===== src/rtl/pxs_score_controller_pkg.sv =====
`default_nettype none
// ============================================================================
//  Module  : pxs_score_controller_pkg
//  Purpose : Shared types and helpers for the score sequencer. It holds the
//            pixel-stream field layout, the 2-bit game-state encodings, the
//            winner codes and a saturating score increment.
//  Ports   : none (package)
//  Rev     : 1.0  initial release
// ============================================================================
package pxs_score_controller_pkg;

  // Pixel stream layout: {XC[9:0], YC[9:0], colour[5:0]}
  localparam int STR_W   = 26;
  localparam int COORD_W = 10;
  localparam int XC_LSB  = 16;
  localparam int YC_LSB  = 6;
  localparam int COL_W   = 6;

  localparam logic [7:0] SCORE_MAX = 8'd99;

  // Game-state encodings
  typedef enum logic [1:0] {
    ST_IDLE  = 2'b00,
    ST_PLAY  = 2'b01,
    ST_PAUSE = 2'b10,
    ST_OVER  = 2'b11
  } state_t;

  // Winner codes: bit0 = player 1, bit1 = player 2
  localparam logic [1:0] WIN_NONE = 2'b00;
  localparam logic [1:0] WIN_P1   = 2'b01;
  localparam logic [1:0] WIN_P2   = 2'b10;
  localparam logic [1:0] WIN_TIE  = 2'b11;

  // min(score + inc, 99)
  function automatic logic [7:0] sat_inc(input logic [7:0] score, input logic inc);
    logic [7:0] res;
    res = score;
    if (inc) begin
      if (score >= SCORE_MAX) res = SCORE_MAX;
      else                    res = score + 8'd1;
    end
    return res;
  endfunction

endpackage : pxs_score_controller_pkg
`default_nettype wire


===== src/rtl/pxs_frame_tick.sv =====
`default_nettype none
// ============================================================================
//  Module  : pxs_frame_tick
//  Purpose : Decodes the pixel stream coordinates and raises a one-pixel tick
//            when the stream sits at (COL, ROW). It is purely combinational,
//            so the tick is aligned with the pixel it decodes.
//  Ports   : rgb_str  in  26  pixel stream (XC / YC fields used)
//            tick     out  1  high while XC==COL and YC==ROW
//  Rev     : 1.0  initial release
// ============================================================================
module pxs_frame_tick
  import pxs_score_controller_pkg::*;
#(
  parameter int COL = 638,
  parameter int ROW = 479
) (
  input  logic [STR_W-1:0] rgb_str,
  output logic             tick
);

  localparam logic [COORD_W-1:0] TICK_COL = COORD_W'(COL);
  localparam logic [COORD_W-1:0] TICK_ROW = COORD_W'(ROW);

  logic [COORD_W-1:0] xc;
  logic [COORD_W-1:0] yc;
  logic               unused_colour;

  assign xc = rgb_str[XC_LSB +: COORD_W];
  assign yc = rgb_str[YC_LSB +: COORD_W];

  // Colour bits travel in the same bus but carry no timing information.
  assign unused_colour = ^rgb_str[COL_W-1:0];

  assign tick = (xc == TICK_COL) && (yc == TICK_ROW);

endmodule : pxs_frame_tick
`default_nettype wire


===== src/rtl/pxs_score_controller.sv =====
`default_nettype none
// ============================================================================
//  Module  : pxs_score_controller
//  Purpose : Per-game score sequencer beside the score overlay chain. It
//            collects point pulses, runs the IDLE/PLAY/PAUSE/OVER game FSM
//            and commits the binary scores one pixel before the overlay's
//            end-of-frame latch, so displayed digits never change mid-frame.
//  Ports   : px_clk       in   1  pixel clock
//            rst_n        in   1  asynchronous active-low reset
//            RGBStr_i     in  26  pixel stream (XC / YC used)
//            point_p1     in   1  pulse: player 1 scored
//            point_p2     in   1  pulse: player 2 scored
//            new_game     in   1  pulse: restart game (highest priority)
//            score1       out  8  player 1 score, 0..99
//            score2       out  8  player 2 score, 0..99
//            serve_pause  out  1  high whenever the game is not in PLAY
//            game_over    out  1  high in OVER
//            winner       out  2  01 P1, 10 P2, 11 tie, 00 none
//  Rev     : 1.0  initial release
// ============================================================================
module pxs_score_controller
  import pxs_score_controller_pkg::*;
#(
  parameter int WIN_SCORE    = 11,
  parameter int PAUSE_FRAMES = 60,
  parameter int VISIBLECOLS  = 640,
  parameter int VISIBLEROWS  = 480
) (
  input  logic             px_clk,
  input  logic             rst_n,
  input  logic [STR_W-1:0] RGBStr_i,
  input  logic             point_p1,
  input  logic             point_p2,
  input  logic             new_game,
  output logic [7:0]       score1,
  output logic [7:0]       score2,
  output logic             serve_pause,
  output logic             game_over,
  output logic [1:0]       winner
);

  localparam int              CNT_W    = $clog2(PAUSE_FRAMES + 1);
  localparam logic [CNT_W-1:0] CNT_LOAD = CNT_W'(PAUSE_FRAMES);
  localparam logic [CNT_W-1:0] CNT_ONE  = CNT_W'(1);
  localparam logic [7:0]       WIN_VAL  = 8'(WIN_SCORE);

  state_t           state, state_n;
  logic [7:0]       score1_n, score2_n;
  logic             pend1, pend1_n;
  logic             pend2, pend2_n;
  logic [CNT_W-1:0] cnt, cnt_n;
  logic [1:0]       winner_n;
  logic             serve_pause_n;
  logic             game_over_n;

  logic             commit;
  logic [7:0]       sum1, sum2;
  logic             reach1, reach2;

  // Commit one pixel before the overlay latches its digits at end of frame.
  pxs_frame_tick #(
    .COL (VISIBLECOLS - 2),
    .ROW (VISIBLEROWS - 1)
  ) u_frame_tick (
    .rgb_str (RGBStr_i),
    .tick    (commit)
  );

  assign sum1   = sat_inc(score1, pend1);
  assign sum2   = sat_inc(score2, pend2);
  assign reach1 = (sum1 >= WIN_VAL);
  assign reach2 = (sum2 >= WIN_VAL);

  // --------------------------------------------------------------------------
  // State register
  // --------------------------------------------------------------------------
  always_ff @(posedge px_clk or negedge rst_n) begin
    if (!rst_n) begin
      state       <= ST_IDLE;
      score1      <= 8'd0;
      score2      <= 8'd0;
      pend1       <= 1'b0;
      pend2       <= 1'b0;
      cnt         <= '0;
      winner      <= WIN_NONE;
      serve_pause <= 1'b1;
      game_over   <= 1'b0;
    end else begin
      state       <= state_n;
      score1      <= score1_n;
      score2      <= score2_n;
      pend1       <= pend1_n;
      pend2       <= pend2_n;
      cnt         <= cnt_n;
      winner      <= winner_n;
      serve_pause <= serve_pause_n;
      game_over   <= game_over_n;
    end
  end

  // --------------------------------------------------------------------------
  // Next-state / next-output logic
  // --------------------------------------------------------------------------
  always_comb begin
    state_n  = state;
    score1_n = score1;
    score2_n = score2;
    pend1_n  = pend1;
    pend2_n  = pend2;
    cnt_n    = cnt;
    winner_n = winner;

    if (new_game) begin
      // Restart wins over anything else, including a coincident commit.
      state_n  = ST_PAUSE;
      score1_n = 8'd0;
      score2_n = 8'd0;
      pend1_n  = 1'b0;
      pend2_n  = 1'b0;
      cnt_n    = CNT_LOAD;
      winner_n = WIN_NONE;
    end else begin
      case (state)
        ST_IDLE: begin
          state_n = ST_IDLE;
        end

        ST_PLAY: begin
          if (commit && (pend1 || pend2)) begin
            score1_n = sum1;
            score2_n = sum2;
            pend1_n  = 1'b0;
            pend2_n  = 1'b0;
            if (reach1 || reach2) begin
              state_n  = ST_OVER;
              winner_n = {reach2, reach1};
            end else begin
              cnt_n   = CNT_LOAD;
              state_n = ST_PAUSE;
            end
          end
          // A pulse on the commit edge itself overrides the clear above and
          // is therefore scored in the following frame.
          if (point_p1) pend1_n = 1'b1;
          if (point_p2) pend2_n = 1'b1;
        end

        ST_PAUSE: begin
          if (commit) begin
            if (cnt <= CNT_ONE) begin
              cnt_n   = '0;
              state_n = ST_PLAY;
            end else begin
              cnt_n = cnt - CNT_ONE;
            end
          end
        end

        ST_OVER: begin
          state_n = ST_OVER;
        end

        default: begin
          state_n = ST_IDLE;
        end
      endcase
    end

    serve_pause_n = (state_n != ST_PLAY);
    game_over_n   = (state_n == ST_OVER);
  end

endmodule : pxs_score_controller
`default_nettype wire


===== config.mk =====
export PLATFORM = sky130hd
export DESIGN_NAME = pxs_score_controller
export DESIGN_NICKNAME = d
export VERILOG_FILES = /design/src/rtl/pxs_score_controller_pkg.sv /design/src/rtl/pxs_frame_tick.sv /design/src/rtl/pxs_score_controller.sv
export SDC_FILE = /design/constraint.sdc
export NUM_CORES = 1
export LEC_CHECK = 0
export CAP_MARGIN = 20
export CORE_MARGIN = 10
export CORE_UTILIZATION = 40
export DETAILED_ROUTE_END_ITERATION = 16
export DONT_BUFFER_PORTS = 1
export PLACE_DENSITY = 0.59
export SLEW_MARGIN = 20
export SYNTH_ARGS = -nofsm -noshare
export SYNTH_HDL_FRONTEND = slang
export SYNTH_SLANG_ARGS = --single-unit

===== constraint.sdc =====
create_clock -name px_clk -period 3.13 [get_ports px_clk]
set_input_delay 0.7825 -clock px_clk [delete_from_list [all_inputs] [get_ports px_clk]]
set_output_delay 0.7825 -clock px_clk [all_outputs]
set_load 0.1 [all_outputs]

==> summary.md, run 1 <==
| Metric | Value |
|---|---|
| Post-DP Area | 0.00216 mm² |
| Clock sink total | 30 |
| Drt pass-1 iters | 4 |
| Sequential cell area | 752 µm² |
| Antenna Nets Post-Route | 0 |
| R2r endpoint | cnt[1]$_DFFE_PN0P_ |
| Clock Tree Buf Depth | 2 |
| Crit end category | flip-flop |
| Slew Limit Headroom | 37.9% |
| Synth Area in Compound Gates | 19.1% |
| Lkg Pwr | 0.964 nW |
| Die ar. | 0.00819 mm² |
| Slew @ Worst Pin | 0.931 ns |
| Mapped Area | 0.00199 mm² |
| CTS tree | yes |
| Launch point of the worst path | score2[0]$_DFFE_PN0P_ |
| Post-CTS resize count | 0 |
| Max VDD drop | 0.206 mV |
| Final min period | 2.69 ns |
| Worst setup SP type | flip-flop |
| Vias per inst | 5.49 |
| Simple-gate area share of the yosys netlist | 32.0% |
| Residual DRC | 0 |
| Largest family of logic cells by synthesized area | simple AND/OR/NAND/NOR gates |
| Die H | 90.5 µm |
| Vias in the first global route | 1682 |
| Comb power frac | 6.1% |
| Synth Register Bits | 30 |
| Top FF cell, synth | dfrtp_1 |
| Fin util | 47.3% |
| Share of layout cells above drive strength 1 | 15.9% |
| Post-synth ARST share | 100% |
| FP Rows | 25 |
| NetSw | 185 µW |
| Initial Utilization | 41.8% |
| Gr usage total | 12.6% |
| Most frequent cells in the layout | nor2_1, dfrtp_1, a21oi_1, buf_4, nand2_1 |
| Vias | 1718 |
| Sw Share | 23.5% |
| Overall power | 785 µW |
| Mux share of post-synthesis cell area | 2.71% |
| First-pass GRT wire length | 8590 µm |
| Nets | 280 |
| Most common library cell in the layout ignoring fill and taps | nor2_1 |
| Worst R2R Path Depth | 8 |
| CTS H-tree depth | 2 |
| Number of synthesized flops with an enable pin | 0 |
| Post-Syn Nets | 265 |
| Clock power frac | 41.3% |
| Worst hold path type | in2async |
| Largest net degree at the start of global routing | 31 |
| Initial antenna violation count | 0 |
| Critical path type | reg2reg |
| WL/cell | 15.3 µm |
| Arr. time, crit path | 2.86 ns |
| Worst skew pair latency | 0.28 ns |
| GP Congestion | 0.812 |
| Hold Vio Cnt, Final | 0 |
| Design area | 0.00225 mm² |
| Filler cells | 487 |
| Sequential share of the synthesized area | 37.8% |
| RSZ-0062 raised after global routing | false |
| I/O Pins | 51 |
| Post-Synth Adder-Cell Area | 2.52% |
| Layout Cells excl Fill | 313 |
| Routed WL | 4790 µm |
| Status | completed |
| Reg-to-reg slack, setup | 0.44 ns |
| DP HPWL | 3570 µm |
| Required time worst endpoint | 3.30 ns |
| Fmax | 371 MHz |
| # Max-Cap Violations | 0 |
| CP endpoint | cnt[1]$_DFFE_PN0P_ |
| Synthesis Warnings | 0 |
| Flop pwr share | 52.6% |
| # setup viols final | 0 |
| Ant diodes | 0 |
| Area Growth Syn to Fin | 13.3% |
| Fin. max-slew vios | 0 |
| Hold_buf cts | 0 |
| Cell Pwr Density | 349 mW/mm² |
| Total grt overflow | 0 |
| Xor/xnor cell area share of the yosys netlist | 2.20% |
| CTS root buf | clkbuf_8 |
| Setup bufs post-CTS | 0 |
| Synth cell types | 58 |
| CP Max Fanout | 6 |
| Synthesized area per cell | 8.64 µm² |
| Die width | 90.5 µm |
| Int Power | 600 µW |
| Crit share post-route | 86.0% |
| Cells after synthesis | 230 |
| RR Startpoint | score2[0]$_DFFE_PN0P_ |
| DRT iter0 DRCs | 98 |
| IO Port Bufs | 0 |
| Worst-path clk slew | 0.07 ns |
| Synth area leaders | dfrtp_1, nor2_1, a21oi_1 |
| Top cell type by total area after synthesis | dfrtp_1 |
| Core region area | 0.00475 mm² |
| Worst Clk Skew | 0.00515 ns |
| Setup tns final | 0 ns |
| Placed insts | 305 |
| Top cell type's share of synthesized area | 36.5% |
| Inserted Clock Buffers | 5 |
| Multi-input gate area | 0.00116 mm² |
## registers in the layout (all words and copies together), names as in the netlist
name,cells
score1,8
pend1,1
serve_pause,1
state,2
cnt,6
score2,8
game_over,1
pend2,1
winner,2
## cell usage after synthesis (all sizes together) (3+ instances only)
master / count
or3: 3
o2bb2ai: 3
nor3: 11
ha: 4
nand3: 11
dfrtp: 29
xor2: 4
inv: 6
nand2: 18
or4: 4
nand2b: 8
and4: 4
nor2b: 5
nor2: 34
clkbuf: 8
mux2: 3
a22oi: 3
a21oi: 18
o21ai: 11
## layout make-up
| class | count | share of cell area (%) |
|---|---|---|
| well taps | 67 | 3.72 |
| clock inverters | 1 | 0.222 |
| repair buffers | 18 | 6.00 |
| flip-flops and latches | 30 | 33.4 |
| inverters | 7 | 1.17 |
| multi-input cells | 183 | 51.6 |
| clock buffers | 7 | 3.84 |
## worst min path at each step
stage | from | slack [ns] | to | cells after the start
floorplan | rst_n | 0.49 | cnt[0]$_DFFE_PN0P_ | 0
global placement | rst_n | 0.49 | score2[0]$_DFFE_PN0P_ | 0
detailed placement | rst_n | 0.49 | score2[7]$_DFFE_PN0P_ | 0
CTS | rst_n | 0.18 | cnt[2]$_DFFE_PN0P_ | 0
global route | rst_n | 0.17 | winner[1]$_DFFE_PN0P_ | 0
finish | rst_n | 0.19 | pend1$_DFFE_PN0P_ | 0
## per-layer routing
layer | wire (µm) | global-route usage [%] | vias to the layer above
li1 | - | - | 867
met1 | 2110 | 15.0 | 817
met2 | 2340 | 20.4 | 28
met3 | 276 | 4.32 | 6
met4 | 67 | 4.38 | 0
met5 | 0 | 0 | -
## cells by family (layout without fill, tap and decap cells)
family / count (synthesis) / in the layout
xor gates and xnor gates: 5 / 5
AOI/OAI and AO/OA: 53 / 53
and+or+nand+nor: 116 / 116
adders and majority gates: 4 / 4
muxes: 5 / 5
buffers and inverters: 17 / 33
DFF: 30 / 30
## per-stage QoR
stage | hold WS, ns | worst slack, ns
3_5_place_dp | 0.488 | 0.416
2_1_floorplan | 0.487 | 0.00167
6_report | 0.191 | 0.437
3_3_place_gp | 0.488 | 0.444
5_1_grt | 0.172 | 0.262
4_1_cts | 0.179 | 0.407
## power groups by stage
stage	Clock (mW)	Combinational, mW	Sequential (mW)
floorplan	0	0.0460	0.417
global placement	0	0.0477	0.420
detailed placement	0	0.0488	0.421
CTS	0.338	0.0490	0.413
global route	0.357	0.0570	0.416
finish	0.324	0.0477	0.413
## worst max-delay path, stage by stage, from the launching register on
cell and delay (ns):
dfrtp_1 0.38, ha_1 0.28, or4_4 0.46, a311oi_2 0.31, o21ai_2 0.12, a2111oi_4 0.42
nand3_2 0.17, nand2_2 0.13, mux2_1 0.32
Power figures use the tool's default switching activity.
==> inputs of run 2 (changes only) <==
CORE_ASPECT_RATIO = 1.2   (was unset)
==> summary.md, run 2 (synthesis results as in run 1) <==
| Metric | Value |
|---|---|
| Hold Vio Cnt, Final | 0 (unchanged) |
| Worst hold path type | in2async (unchanged) |
| Antenna Nets Post-Route | 0 (unchanged) |
| Max VDD drop | 0.165 mV (was 0.206 mV) |
| Ant diodes | 0 (unchanged) |
| Status | completed (unchanged) |
| Clock sink total | 30 (unchanged) |
| Cell Pwr Density | 351 mW/mm² (was 349 mW/mm²) |
| Most common library cell in the layout ignoring fill and taps | nor2_1 (unchanged) |
| RR Startpoint | score2[0]$_DFFE_PN0P_ (unchanged) |
| Most frequent cells in the layout | nor2_1, dfrtp_1, a21oi_1, buf_4, nand2_1 (unchanged) |
| Overall power | 788 µW (was 785 µW) |
| Slew Limit Headroom | 37.3% (was 37.9%) |
| DP HPWL | 3650 µm (was 3570 µm) |
| Die width | 84.3 µm (was 90.5 µm) |
| Worst R2R Path Depth | 8 (unchanged) |
| Slew @ Worst Pin | 0.940 ns (was 0.931 ns) |
| WL/cell | 16.0 µm (was 15.3 µm) |
| Reg-to-reg slack, setup | 0.43 ns (was 0.44 ns) |
| Routed WL | 4890 µm (was 4790 µm) |
| Hold_ws | 0.191 ns (about the same) |
| Initial antenna violation count | 0 (unchanged) |
| Crit share post-route | 86.3% (was 86.0%) |
| Vias | 1678 (was 1718) |
| Nets | 280 (unchanged) |
| Largest net degree at the start of global routing | 31 (unchanged) |
| Arr. time, crit path | 2.87 ns (was 2.86 ns) |
| Residual DRC | 0 (unchanged) |
| Fmax | 370 MHz (was 371 MHz) |
| IO Port Bufs | 0 (unchanged) |
| Worst Clk Skew | 0.00481 ns (was 0.00515 ns) |
| Inserted Clock Buffers | 5 (unchanged) |
| CP endpoint | cnt[0]$_DFFE_PN0P_ (was cnt[1]$_DFFE_PN0P_) |
| GP Congestion | 0.846 (was 0.812) |
| Initial Utilization | 40.8% (was 41.8%) |
| First-pass GRT wire length | 8330 µm (was 8590 µm) |
| Post-CTS resize count | 0 (unchanged) |
| Fin. max-slew vios | 0 (unchanged) |
| RSZ-0062 raised after global routing | false (unchanged) |
| CTS tree | yes (unchanged) |
| Setup tns final | 0 ns (unchanged) |
| Core region area | 0.00487 mm² (was 0.00475 mm²) |
| Filler cells | 487 (unchanged) |
| Gr usage total | 12.0% (was 12.6%) |
| I/O Pins | 51 (unchanged) |
| Total grt overflow | 0 (unchanged) |
| Worst-path clk slew | 0.07 ns (about the same) |
| Worst setup SP type | flip-flop (unchanged) |
| Hold_buf cts | 0 (unchanged) |
| Critical path type | reg2reg (unchanged) |
| Clock Tree Buf Depth | 2 (unchanged) |
| # Max-Cap Violations | 0 (unchanged) |
| CTS H-tree depth | 2 (unchanged) |
| DRT iter0 DRCs | 80 (was 98) |
| Die H | 97.2 µm (was 90.5 µm) |
| Vias in the first global route | 1716 (was 1682) |
| Launch point of the worst path | score2[0]$_DFFE_PN0P_ (unchanged) |
| Vias per inst | 5.48 (was 5.49) |
| # setup viols final | 0 (unchanged) |
| Largest regs | score1 (8), score2 (8), cnt (6) (unchanged) |
| Drt pass-1 iters | 4 (unchanged) |
| Lkg Pwr | 0.964 nW (unchanged) |
| Die ar. | 0.00820 mm² (was 0.00819 mm²) |
| CTS root buf | clkbuf_8 (unchanged) |
| Required time worst endpoint | 3.29 ns (was 3.30 ns) |
| Crit end category | flip-flop (unchanged) |
| R2r endpoint | cnt[0]$_DFFE_PN0P_ (was cnt[1]$_DFFE_PN0P_) |
| Setup bufs post-CTS | 0 (unchanged) |
| FP Rows | 28 (was 25) |
| Share of layout cells above drive strength 1 | 15.9% (unchanged) |
| CP Max Fanout | 6 (unchanged) |
| Final min period | 2.70 ns (was 2.69 ns) |
| Area Growth Syn to Fin | 12.8% (was 13.3%) |
| Worst skew pair latency | 0.28 ns (about the same) |
## run 2: cell counts in the layout (fill, tap and decap cells not counted)
No cell type changed its count.
## run 2: area by class of cell
cell class / count / area (µm²) / share of cell area [%]
multi-input combinational: 183 / 1160 / 51.8
clock inverter: 1 / 5.00 / 0.223
clock buffer: 7 / 86.3 / 3.85
sequential: 30 / 752 / 33.5
inverter: 7 / 26.3 / 1.17
timing repair buffer: 18 / 135 / 6.03
tap: 60 / 75.1 / 3.35
## run 2: per-stage QoR
step	instances	utilization [%]	cell area [µm²]	setup WS [ns]
after floorplan	230	-	1990	0.00167
after CTS	306	46.0	2240	0.391
after global placement	298	44.2	2150	0.440
final	306	46.0	2240	0.428
after global routing	306	46.0	2240	0.252
after detailed placement	298	44.2	2150	0.398
## run 2: routing by layer
metal	up-vias	track usage (%)	routed length (µm)	part of all wire [%]
met5	-	0	0	0
met4	0	4.19	61	1.2
met3	6	3.86	242	4.9
met2	20	20.3	2510	51
met1	792	13.8	2080	43
li1	860	-	-	-
## run 2: how the worst min path moves through the flow
stage / start / end / slack [ns] / depth (start not counted)
6_report: rst_n / score1[6]$_DFFE_PN0P_ / 0.19 / 0
5_1_grt: rst_n / score1[6]$_DFFE_PN0P_ / 0.17 / 0
4_1_cts: rst_n / score1[4]$_DFFE_PN0P_ / 0.18 / 0
3_5_place_dp: rst_n / score1[4]$_DFFE_PN0P_ / 0.49 / 0
3_3_place_gp: rst_n / score1[4]$_DFFE_PN0P_ / 0.49 / 0
2_1_floorplan: rst_n / cnt[0]$_DFFE_PN0P_ / 0.49 / 0
## run 2: report_power, final
group | switching, mW | internal (mW)
registers | 0.0147 | 0.399
logic | 0.0240 | 0.0244
clock network | 0.149 | 0.177
total | 0.188 | 0.600
## run 2: worst max-delay path, cell delays in order, from the launching register on
cell and delay [ns]:
dfrtp_1 0.38, ha_1 0.28, or4_4 0.45, a311oi_2 0.31, o21ai_2 0.11, a2111oi_4 0.43
nand3_2 0.17, nand2_2 0.12, mux2_1 0.32
